==> config.mk <==
export PLATFORM = sky130hd
export DESIGN_NAME = mem_stage
export DESIGN_NICKNAME = d
export VERILOG_FILES = /design/src/rtl/mem_stage_pkg.sv /design/src/rtl/mem_byte_align.sv /design/src/rtl/mem_stage.sv
export SDC_FILE = /design/constraint.sdc
export NUM_CORES = 1
export LEC_CHECK = 0
export CORE_UTILIZATION = 33
export CTS_CLUSTER_SIZE = 20
export DETAILED_ROUTE_END_ITERATION = 12
export GPL_TIMING_DRIVEN = 0
export HOLD_SLACK_MARGIN = 0.12
export PLACE_DENSITY = 0.81
export SLEW_MARGIN = 20
export SYNTH_ARGS = -nofsm -noshare
export SYNTH_HDL_FRONTEND = slang
export SYNTH_SLANG_ARGS = --single-unit
==> constraint.sdc <==
create_clock -name clk -period 2.2 [get_ports clk]
set_input_delay 0.55 -clock clk [delete_from_list [all_inputs] [get_ports clk]]
set_output_delay 0.55 -clock clk [all_outputs]
set_load 0.005 [all_outputs]
==> src/rtl/mem_stage_pkg.sv <==
// Shared LC-3b types for the memory-access stage: word type, control-word
// bit positions and the access FSM encoding.
package lc3b_types;

  typedef logic [15:0] lc3b_word;

  localparam int CW_MEM_READ  = 0;
  localparam int CW_MEM_WRITE = 1;
  localparam int CW_BYTE      = 2;
  localparam int CW_INDIRECT  = 3;

  typedef enum logic [1:0] {
    S_IDLE,
    S_IND_RD,
    S_DATA_ACC,
    S_COMPLETE
  } mem_state_t;

  function automatic lc3b_word sext8(input logic [7:0] b);
    return {{8{b[7]}}, b};
  endfunction

endpackage

==> src/rtl/mem_byte_align.sv <==
// Byte-lane steering for data-memory accesses: lane enables, replicated store
// data and aligned, sign-extended load data.
module mem_byte_align
  import lc3b_types::*;
(
  input  logic     addr_lsb,
  input  logic     byte_op,
  input  lc3b_word sr_data,
  input  lc3b_word rdata,
  output logic [1:0] byte_enable,
  output lc3b_word wdata,
  output lc3b_word rdata_aligned
);

  always_comb begin
    // NOTE: every output gets a default first so no path can infer a latch.
    byte_enable   = 2'b11;
    wdata         = sr_data;
    rdata_aligned = rdata;
    if (byte_op) begin
      byte_enable   = addr_lsb ? 2'b10 : 2'b01;
      // The selected lane of the memory is written, so the byte goes on both lanes.
      wdata         = {sr_data[7:0], sr_data[7:0]};
      rdata_aligned = addr_lsb ? sext8(rdata[15:8]) : sext8(rdata[7:0]);
    end
  end

endmodule

==> src/rtl/mem_stage.sv <==
// LC-3b MEM stage: runs direct and indirect loads/stores over the data-memory
// handshake and stalls the upstream pipeline while an access is in flight.
module mem_stage
  import lc3b_types::*;
(
  input  logic       clk,
  input  logic       reset,
  input  logic       valid_in,
  input  lc3b_word   ir_in,
  input  lc3b_word   pc_in,
  input  lc3b_word   alu_in,
  input  lc3b_word   cw_in,
  input  lc3b_word   sr_data_in,
  output lc3b_word   mem_address,
  output logic       mem_read,
  output logic       mem_write,
  output logic [1:0] mem_byte_enable,
  output lc3b_word   mem_wdata,
  input  lc3b_word   mem_rdata,
  input  logic       mem_resp,
  output logic       stall,
  output logic       done,
  output lc3b_word   mem_data_out
);

  mem_state_t state_q, state_d;
  lc3b_word   ind_addr_q, ind_addr_d;
  lc3b_word   mem_data_out_q, mem_data_out_d;

  logic     is_rd, is_wr, is_ind, is_byte, mem_op;
  lc3b_word addr_raw;
  lc3b_word rdata_aligned;

  // ir_in and pc_in travel alongside in the pipeline but are not used here.
  logic unused_ok;
  assign unused_ok = ^{ir_in, pc_in, cw_in[15:4]};

  assign is_rd   = cw_in[CW_MEM_READ];
  assign is_wr   = cw_in[CW_MEM_WRITE];
  assign is_ind  = cw_in[CW_INDIRECT];
  assign is_byte = cw_in[CW_BYTE] & ~is_ind;
  assign mem_op  = valid_in & (is_rd | is_wr);

  // The pointer fetch always uses alu_in; the data phase uses the fetched pointer when indirect.
  assign addr_raw    = (state_q == S_DATA_ACC && is_ind) ? ind_addr_q : alu_in;
  assign mem_address = {addr_raw[15:1], 1'b0};

  mem_byte_align u_align (
    .addr_lsb      (addr_raw[0]),
    .byte_op       (is_byte && state_q != S_IND_RD),
    .sr_data       (sr_data_in),
    .rdata         (mem_rdata),
    .byte_enable   (mem_byte_enable),
    .wdata         (mem_wdata),
    .rdata_aligned (rdata_aligned)
  );

  always_comb begin
    state_d        = state_q;
    ind_addr_d     = ind_addr_q;
    mem_data_out_d = mem_data_out_q;
    mem_read       = 1'b0;
    mem_write      = 1'b0;
    stall          = 1'b0;
    done           = 1'b0;
    unique case (state_q)
      S_IDLE: begin
        if (mem_op) begin
          stall   = 1'b1;
          state_d = is_ind ? S_IND_RD : S_DATA_ACC;
        end else if (valid_in) begin
          done = 1'b1;
        end
      end
      S_IND_RD: begin
        stall    = 1'b1;
        mem_read = 1'b1;
        if (mem_resp) begin
          ind_addr_d = mem_rdata;
          state_d    = S_DATA_ACC;
        end
      end
      S_DATA_ACC: begin
        stall     = 1'b1;
        mem_read  = is_rd;
        mem_write = is_wr & ~is_rd;
        if (mem_resp) begin
          if (is_rd) mem_data_out_d = rdata_aligned;
          state_d = S_COMPLETE;
        end
      end
      S_COMPLETE: begin
        done    = 1'b1;
        state_d = S_IDLE;
      end
      default: state_d = S_IDLE;
    endcase
  end

  // NOTE: state registers use non-blocking assignments so every flop samples pre-edge values.
  always_ff @(posedge clk or posedge reset) begin
    if (reset) begin
      state_q        <= S_IDLE;
      ind_addr_q     <= '0;
      mem_data_out_q <= '0;
    end else begin
      state_q        <= state_d;
      ind_addr_q     <= ind_addr_d;
      mem_data_out_q <= mem_data_out_d;
    end
  end

  assign mem_data_out = mem_data_out_q;

endmodule

Word level (Yosys, flattened, before mapping):

Cells that the tools add are included.

* bits in registers: 34

* equality and inequality tests: 7
* mux-type cells: 18
* bitwise operators: 6
* reductions and logical operators: 7

Operators with widths (number)
* two-way mux 16 bit: 4
* two-way mux 2 bit: 6
* one-hot mux 2 bit (4 select lines): 1
* != test 2 bit, second input constant: 3
* one-hot mux 1 bit (2 select lines): 3
* AND reduction 3 bit: 2
* == test 2 bit, second input constant: 2
* two-way mux 1 bit: 4
* bitwise AND 1 bit: 3
* == test 2 x 1 -> 1 bit, second input constant: 1
* logical AND 1 bit: 2
* logical NOT 2 bit: 1
* != test 2 x 1 -> 1 bit, second input constant: 1
* inverter 1 bit: 2
* AND reduction 2 bit: 1
* OR reduction 2 bit: 1
* OR 1 bit: 1

Logic depth before layout (Yosys ltp):

Gate-level depths: netlist of the first run.

* depth in word-level cells: 5
* depth in mapped cells: 7
* gate-level depth less buffers: 5

By module:

From an unflattened synthesis of the first run, not the netlist that was laid out.

* cells, all modules: 177
* area, all modules: 2189.6 um^2

Modules (own cells, without submodules)
* mem_stage: times used 1, cells each 132, area each 1810.5 um^2, sequential area each 850.8 um^2
* mem_byte_align: times used 1, cells each 45, area each 379.1 um^2, sequential area each 0.0 um^2

Worst setup path before layout of the first run:

OpenSTA, ideal clock, no wires.

* path kind: register -> output
* start point: reg state_q[1]
* end point: out mem_wdata[10]
* arrival: 1431 ps
* slack: 219 ps
* stages on the path, launching flop included: 8
* path through: dfrtp_1 inv_1 ha_1 or3b_1 buf_6 buf_6 nand2_1 nand2_1

* word-level cells in the longest chain between the ends: 3

RTL lines
* start: declaration: line mem_stage.sv:26 `mem_state_t state_q, state_d;`
* start signal: assignment: line mem_stage.sv:107 `state_q <= state_d;`
* != test 2 x 1 -> 1 bit: line mem_stage.sv:50 `.byte_op (is_byte && state_q != S_IND_RD),`
* logical AND 1 bit: line mem_stage.sv:50
* two-way mux 16 bit: line mem_byte_align.sv:20 `if (byte_op) begin`
* end: declaration: line mem_stage.sv:18 `output lc3b_word mem_wdata,`

No other way between the ends.

Worst setup path in the final report of the first run:

* start point: reg state_q[0]
* end point: out mem_address[10]

* word-level cells in the longest chain between the ends: 3

RTL lines
* == test 2 bit: line mem_stage.sv:45 `assign addr_raw = (state_q == S_DATA_ACC && is_ind) ? ind_addr_q : alu_in;`
* logical AND 1 bit: line mem_stage.sv:45
* two-way mux 16 bit: line mem_stage.sv:45
* end: declaration: line mem_stage.sv:14 `output lc3b_word mem_address,`

No other way between the ends.

==> flow_summary.ini, run 1 <==
[outcome]
status = finished, violations left
violations = setup timing

[worst_setup_path]
worstSetupEndpointType = output port
crit_family = buffers and inverters
crit_cells = 7
cpPeakStageDelay_ns = 0.43
worstRegToRegCells = 8
start_kind = flip-flop
crit_path_frequent_cell = buf_6
rr_startpoint = state_q[1]
crit_start = state_q[0]
path_class = reg -> out
r2r_setup_slack_ns = 0.25
crit_required_ns = 1.65
crit_chain = inv_2, ha_4, nand2_8, buf_8, buf_6, mux2_4, buf_6
cp_num_buf_inv = 4
cp_max_fo = 5
cp.arrival_ns = 1.74
crit_slowest_cell = dfrtp_1

[routing]
routed_wl_um = 6020
ant_nets = 0
num_vias = 1941
wire_per_inst_um = 14.9
firstDrtPassIters = 4
routed_via_density = 4.79
drc = 0
drtIter0Drc = 31

[power_and_ir_drop]
power.density_nw_per_um2 = 1030
ir_drop_uv = 608
p_comb_share_pct = 58.5
pwr-share-clk_pct = 12.2
p_int_mw = 2.52
p_seq_share_pct = 29.3
swShare_pct = 31.9
p_switching_mw = 1.18
leakagePower_nw = 1.72

[timing]
fin_crit_sh_pct = 104
final_max_slew_viol_count = 0
holdWs_ns = 0.482
layout_min_cycle_time_ns = 2.29
layout_setup_ws_ns = -0.0897
rsz0062_at_grt = yes
maxSlewHeadroom_pct = 54.8
tightestPinTransition_ns = 0.677
clock.fmax_ghz = 0.437
hold_viol_final = 0
finalSetupViolations = 19
clock_skew_ns = 0.00578

[finish]
fillCellCount = 470
final_nets = 438
diodes = 0
drive_gt1_share_pct = 39.9
area_growth_pct = 86.1
design_area_sq_um = 3580

[global_route]
grt_start_max_net_pins = 34
grt_pass1_wl_um = 9430
track_usage_pct = 20.0
antenna_found_initial = 0
grt_pass1_vias = 1919
gr-total-overflow = 0

[placed_design]
dp_slack_ns = -0.825
hpwlAfterDp_um = 4020
routabilityCongestion = 0.763
port-buffer-count = 108
dpl_cell_area_sq_um = 3090

[min_path]
hold_depth = 2
min_from = mem_data_out[3]
min_path_type = reg -> reg

[logic_synthesis]
avgSynthCellArea_sq_um = 10.1
yosys.area.top_type_share_pct = 43.0
yosys.area_share.simple_pct = 14.8
yosys_warnings = 0
synth_mux_area_share_pct = 24.0
synth_seq_area_share_pct = 43.0
ys_async_sr_fraction_pct = 100
syn_inst = 190
synth_cell_types = 24
synthFlopType = dfrtp_1
yosysMostFrequentCell = nand2_1
netlist_area_sq_um = 1920
synth_seq_cells = 33
synth_top_cell_by_area = dfrtp_1
synth_edf_count = 0
ys_top_cells_by_area = dfrtp_1, mux2_2, nand2_1
synthTopCellsByCount = nand2_1, dfrtp_1, mux2_2, nor2_1
synth_top_family_by_area = multiplexers
synth_compound_area_share_pct = 7.23
synth_fp_nets = 295
synthAdderAreaFrac_pct = 3.26
synth_xor_xnor_area_share_pct = 0

[floorplan]
die_h_um = 78.3
ioPinCount = 154
die_area_sq_um = 6130
start_util_pct = 34.5
die_w_um = 78.3
core_area_sq_um = 5570
fp-row-count = 27

[clock_network]
h-tree-depth = 2
cts_buffer_depth = 2
cts_tree = built
cts_buffers = 5
clock_latency_ns = 0.28
cts_root_buffer = clkbuf_8
clock_sinks = 33
path_clk_slew_ns = 0.07
cts.hold.buffers_added = 0

[job]
cap_violations = 0
[cell usage in the layout, fill, tap and decap left out, types with 2 or more instances in the layout]
cell / instances
mux2i_1: 10
o21ai_0: 8
inv_2: 4
clkdlybuf4s50_1: 67
dlymetal6s2s_1: 6
nor2_1: 12
buf_6: 35
nand3_1: 2
a21oi_1: 2
nand2_1: 34
dlygate4sd2_1: 6
dfrtp_1: 33
clkbuf_2: 5
ha_4: 3
clkbuf_8: 6
clkbuf_1: 2
nand2_2: 10
mux2_4: 14
buf_4: 21
buf_2: 9
mux2_2: 18
a31oi_1: 8
o211ai_1: 4
[worst paths after layout]
| kind | end |
|---|---|
| setup / recovery | mem_address[10] |
| max in group asynchronous | mem_data_out[13] |
| hold reg to reg | mem_data_out[3] |
| min in group asynchronous | ind_addr_q[7] |
| hold / removal | mem_data_out[3] |
| setup reg to reg | ind_addr_q[5] |
[cell families after synthesis]
group / count (synthesis)
other: 1
buffers and inverters: 22
muxes: 42
AOI/OAI and AO/OA: 23
adders and majority gates: 5
and+or+nand+nor: 64
DFF: 33
[what timing repair did]
| item | 4_1_cts | 5_1_grt |
|---|---|---|
| gates resized for setup | 143 | 52 |
| endpoints found under the setup margin | 29 | 30 |
| pin swaps | 6 | 16 |
| endpoints found under the hold margin | 0 | 0 |
| cloned | 1 | 2 |
| buffers inserted | 25 | 2 |
[area by class of cell]
type / instances / area [sq um] / share of cell area, %
Inverter: 5 / 18.8 / 0.525
Multi-Input combinational cell: 135 / 1080 / 30.2
Clock buffer: 7 / 86.3 / 2.41
Sequential cell: 33 / 826 / 23.1
Tap cell: 72 / 90.1 / 2.52
Buffer: 15 / 115 / 3.22
Timing Repair Buffer: 138 / 1360 / 38.1
[flip-flops by register name (all words and copies together) (netlist names)]
register / flops
state_q: 2
mem_data_out: 16
ind_addr_q: 15
[worst reg2reg max path: cells and delay by family, from the launching register on]
| family | cells | cell delay [ns] |
|---|---|---|
| adder cells (fa/ha/maj) | 1 | 0.18 |
| multiplexers | 1 | 0.37 |
| flip-flops | 1 | 0.38 |
| buffers and inverters | 5 | 0.73 |
| AND/OR/NAND/NOR | 1 | 0.17 |
[metal layers]
| metal | global-route usage, % | wire (um) |
|---|---|---|
| met4 | 5.37 | 77 |
| met2 | 33.2 | 2950 |
| met5 | 0 | 0 |
| met3 | 6.40 | 540 |
| met1 | 25.1 | 2450 |
[metrics by stage]
step | setup TNS [ns] | util [%] | cells | power, mW
global placement | -18.14 | 55.5 | 370 | 2.69
CTS | -1.67 | 63.1 | 402 | 3.60
floorplan | 0 | - | 190 | 1.86
global route | -2.62 | 64.2 | 405 | 3.95
detailed placement | -18.17 | 55.5 | 370 | 2.74
finish | -1.14 | 64.2 | 405 | 3.70
[power by group through the flow]
stage / sequential, mW / clock (mW) / combinational (mW)
global placement: 1.07 / 0 / 1.62
finish: 1.08 / 0.450 / 2.16
CTS: 1.08 / 0.462 / 2.06
floorplan: 1.06 / 0 / 0.808
global route: 1.13 / 0.486 / 2.33
detailed placement: 1.09 / 0 / 1.65
Power figures use the tool's default switching activity.
==> run 2: changes to the inputs <==
Settings changed: ABC_CLOCK_PERIOD_IN_PS from default to 2400, GPL_TIMING_DRIVEN 0 to default.
Clock period 2.2 ns to 2.4 ns, I/O delays scaled along.
==> flow_summary.ini, run 2 (synthesized netlist as in run 1, its figures left out) <==
[placed_design]
dp_cells = 372
routabilityCongestion = 0.749
dpl_cell_area_sq_um = 3120
hpwlAfterDp_um = 4120
port-buffer-count = 108
dp_slack_ns = -0.567

[worst_setup_path]
crit_slowest_cell = dfrtp_1
crit_required_ns = 1.80
crit_chain = ha_2, nand2_4, buf_12, buf_6, mux2_2, dlygate4sd2_1
cpPeakStageDelay_ns = 0.42
cp_max_fo = 4
cp.arrival_ns = 1.81
crit_family = buffers and inverters
path_class = reg -> out
start_kind = flip-flop
worstSetupEndpointType = output port
cp_num_buf_inv = 3

[global_route]
antenna_found_initial = 0
grt_start_max_net_pins = 34
gr-total-overflow = 0
grt_pass1_wl_um = 8980
grt_pass1_vias = 1912
track_usage_pct = 18.9

[finish]
multiInputGateArea_sq_um = 987
area_growth_pct = 73.2
fillCellCount = 498
register_area_sq_um = 826
diodes = 0
layout.cells.most_common = clkdlybuf4s50_1
drive_gt1_share_pct = 28.1
largest_register_ffs = 16
final_cells = 389
layout_common_cells = clkdlybuf4s50_1, nand2_1, dfrtp_1
final_nets = 422
design_area_sq_um = 3330

[clock_network]
cts_root_buffer = clkbuf_8
h-tree-depth = 2
path_clk_slew_ns = 0.06
clock_sinks = 33
cts_buffers = 5
clock_latency_ns = 0.28
cts.hold.buffers_added = 0
cts_tree = built
cts_buffer_depth = 2

[timing]
holdWs_ns = 0.488
setup_tns_ns = -0.0359
hold_viol_final = 0
layout_setup_ws_ns = -0.0112
rsz0062_at_grt = yes
fin_crit_sh_pct = 100
final_max_slew_viol_count = 0
clock.fmax_ghz = 0.415
clock_skew_ns = 0.00235
layout_min_cycle_time_ns = 2.41
finalSetupViolations = 4

[floorplan]
ioPinCount = 154
core_area_sq_um = 5570
fp-row-count = 27
start_util_pct = 34.5
die_w_um = 78.3
die_area_sq_um = 6130
die_h_um = 78.3

[routing]
routed_via_density = 4.84
drc = 0
drtIter0Drc = 45
wire_per_inst_um = 14.5
routed_wl_um = 5640
ant_nets = 0
firstDrtPassIters = 5
num_vias = 1883

[outcome]
status = finished, violations left
violations = setup timing

[min_path]
min_path_type = reg -> reg

[power_and_ir_drop]
power.density_nw_per_um2 = 924
ir_drop_uv = 447
leakagePower_nw = 1.51

[job]
cap_violations = 0
run 2: changes by cell type in the layout (fill, tap and decap cells not counted), sizes merged:
cell           previous run  this run
buf                      67        37
clkdlybuf4s50            67        76
dlymetal6s2s              6         1
clkdlybuf4s15             1        13
clkbuf                   13         7
dlygate4sd2               6        10
run 2: per-layer routing:
metal / track usage [%] / up-vias / wire length (um)
met4: 5.00 / 0 / 38
met2: 33.0 / 95 / 2740
li1: - / 895 / -
met1: 21.6 / 887 / 2290
met5: 0 / - / 0
met3: 7.09 / 6 / 559
run 2: power breakdown:
group          internal [mW]  switching [mW]
clock                  0.227           0.187
sequential             0.835           0.153
combinational           1.04           0.635
run 2: area by class of cell:
type                       instances  area share [%]
inverter                           5           0.564
sequential                        33            24.8
clock buffer                       7            2.59
timing repair buffer             137            39.7
tap                               72            2.71
multi-input combinational        135            29.7
run 2: stage by stage:
| stage | power [mW] | utilization (%) |
|---|---|---|
| after floorplan | 1.71 | - |
| after global placement | 2.52 | 56.0 |
| after detailed placement | 2.58 | 56.0 |
| after CTS | 3.07 | 59.0 |
| after global routing | 3.31 | 59.7 |
| final | 3.08 | 59.7 |
run 2: path summary, 6_finish.rpt:
path	from	to	slack (ns)	depth (start not counted)
setup / recovery	state_q[1]	mem_address[14]	-0.01	6
hold / removal	mem_data_out[6]	mem_data_out[6]	0.49	2
setup reg to reg	state_q[0]	state_q[1]	0.55	7
hold reg to reg	mem_data_out[6]	mem_data_out[6]	0.49	2
max in group asynchronous	reset	mem_data_out[0]	1.39	3
min in group asynchronous	reset	ind_addr_q[2]	0.71	3
run 2: worst reg2reg max path, delay by kind of cell, from the launching register on:
kind                     cells  cell delay, ns
multiplexers                 1            0.38
AND/OR/NAND/NOR              1            0.10
flip-flops                   1            0.39
AO/OA/AOI/OAI                1            0.33
adder cells (fa/ha/maj)      1            0.16
buffers and inverters        3            0.39
run 2: repair_timing:
action / in CTS / in global routing
endpoints found under the setup margin: 29 / 25
setup buffers: 7 / 2
pin swaps: 4 / 5
resized for setup: 77 / 11
gates cloned: 1 / 0
==> run 3: changes to the inputs <==
Settings changed: PLACE_DENSITY 0.81 to default, PLACE_DENSITY_LB_ADDON from default to 0.05, RECOVER_POWER from default to 25.
==> flow_summary.ini, run 3 (synthesized netlist as in run 1, its figures left out) <==
[outcome]
status = finished, violations left
violations = setup timing

[worst_setup_path]
worstSetupEndpointType = output port
path_class = reg -> out
crit_required_ns = 1.80
start_kind = flip-flop
cp_max_fo = 5
cpPeakStageDelay_ns = 0.38
crit_slowest_cell = dfrtp_1
crit_family = buffers and inverters
cp.arrival_ns = 1.83
cp_num_buf_inv = 4
crit_chain = inv_2, ha_2, nand2_4, buf_16, buf_4, mux2_2, dlygate4sd2_1

[floorplan]
core_area_sq_um = 5570
start_util_pct = 34.5
fp-row-count = 27
die_area_sq_um = 6130
ioPinCount = 154
die_w_um = 78.3
die_h_um = 78.3

[routing]
routed_via_density = 4.56
firstDrtPassIters = 4
num_vias = 1793
ant_nets = 0
drtIter0Drc = 44
wl_met1_um = 2500
wl_met2_um = 2420
met3_length_um = 332
dr.max_layer_used = met4
routed_wl_um = 5290
wire_per_inst_um = 13.5
drc = 0

[clock_network]
path_clk_slew_ns = 0.07
cts_buffers = 5
cts_buffer_depth = 2
clock_latency_ns = 0.29
h-tree-depth = 2
cts_tree = built
cts_root_buffer = clkbuf_8
cts.hold.buffers_added = 0
clock_sinks = 33

[finish]
layout.cells.most_common = clkdlybuf4s50_1
design_area_sq_um = 3320
drive_gt1_share_pct = 29.0
area_growth_pct = 72.6
final_nets = 425
layout_common_cells = clkdlybuf4s50_1, nand2_1, dfrtp_1
largest_register_ffs = 16
fillCellCount = 523
diodes = 0

[timing]
fin_crit_sh_pct = 101
maxSlewHeadroom_pct = 44.9
layout_min_cycle_time_ns = 2.43
layout_setup_ws_ns = -0.0346
holdWs_ns = 0.482
rsz0062_at_grt = yes
setup_tns_ns = -0.141
final_max_slew_viol_count = 0
clock_skew_ns = 0.00756
clock.fmax_ghz = 0.411
hold_viol_final = 0
tightestPinTransition_ns = 0.826
finalSetupViolations = 7

[global_route]
track_usage_pct = 17.6
grt_pass1_vias = 1711
grt_start_max_net_pins = 34
gr-total-overflow = 0
grt_pass1_wl_um = 8320
antenna_found_initial = 0

[job]
cap_violations = 0

[placed_design]
dpl_cell_area_sq_um = 3120
port-buffer-count = 108
hpwlAfterDp_um = 3900
routabilityCongestion = 0.759

[power_and_ir_drop]
power.density_nw_per_um2 = 912
ir_drop_uv = 523
leakagePower_nw = 1.52

[min_path]
min_path_type = reg -> reg
run 3: changes by cell type in the layout (fill, tap and decap cells not counted), moves of 2 or more:
cell,delta
buf_2,-3
buf_4,+3
clkbuf_2,+5
clkdlybuf4s15_1,-12
clkinv_2,+2
dlygate4sd2_1,+12
nand2_1,+2
nand2_2,-2
run 3: final cells by class:
cell class | instances | area [sq um] | area share (%)
Clock buffer | 6 | 72.6 | 2.19
Multi-Input combinational cell | 135 | 982 | 29.6
Tap cell | 72 | 90.1 | 2.72
Clock inverter | 2 | 10.0 | 0.302
Sequential cell | 33 | 826 | 24.9
Inverter | 5 | 21.3 | 0.641
Timing Repair Buffer | 140 | 1320 | 39.6
run 3: worst min-delay path, cell delays in order (launching register included):
cell	delay, ns
dfrtp_1	0.34
nand2_1	0.04
o21ai_0	0.06
run 3: repair_timing:
item                                    in CTS  in global routing
pin swaps                                    0                  3
buffers inserted                            10                  3
endpoints found under the setup margin      28                 15
hold endpoints to repair                     0                  0
gates resized for setup                     61                 13
gates cloned                                 1                  0
run 3: final timing paths:
check	slack, ns	to	startpoint	cells after the start
setup / recovery	-0.03	mem_address[11]	state_q[0]	7
hold / removal	0.48	mem_data_out[3]	mem_data_out[3]	2
setup reg to reg	0.65	mem_data_out[5]	state_q[0]	7
hold reg to reg	0.48	mem_data_out[3]	mem_data_out[3]	2
max in group asynchronous	0.89	ind_addr_q[3]	reset	3
min in group asynchronous	1.00	mem_data_out[1]	reset	3
run 3: metal layers:
layer,GRT usage [%],vias to the layer above
li1,-,905
met1,23.2,824
met2,28.5,57
met3,5.47,7
met4,3.33,0
met5,0,-
run 3: metrics by stage:
| stage | total power [mW] | setup slack (ns) | utilization (%) | cells |
|---|---|---|---|---|
| finish | 3.03 | -0.0346 | 59.5 | 393 |
| global route | 3.27 | -0.111 | 59.5 | 393 |
| CTS | 3.01 | -0.0362 | 59.2 | 391 |
| detailed placement | 2.55 | -0.507 | 56.0 | 372 |
| global placement | 2.53 | -0.485 | 56.0 | 372 |
| floorplan | 1.71 | 0.369 | - | 190 |
run 3: power by group:
part | internal (mW) | switching, mW | total (mW)
sequential | 0.834 | 0.142 | 0.976
clock | 0.201 | 0.201 | 0.402
combinational | 1.04 | 0.612 | 1.65
total | 2.07 | 0.955 | 3.03
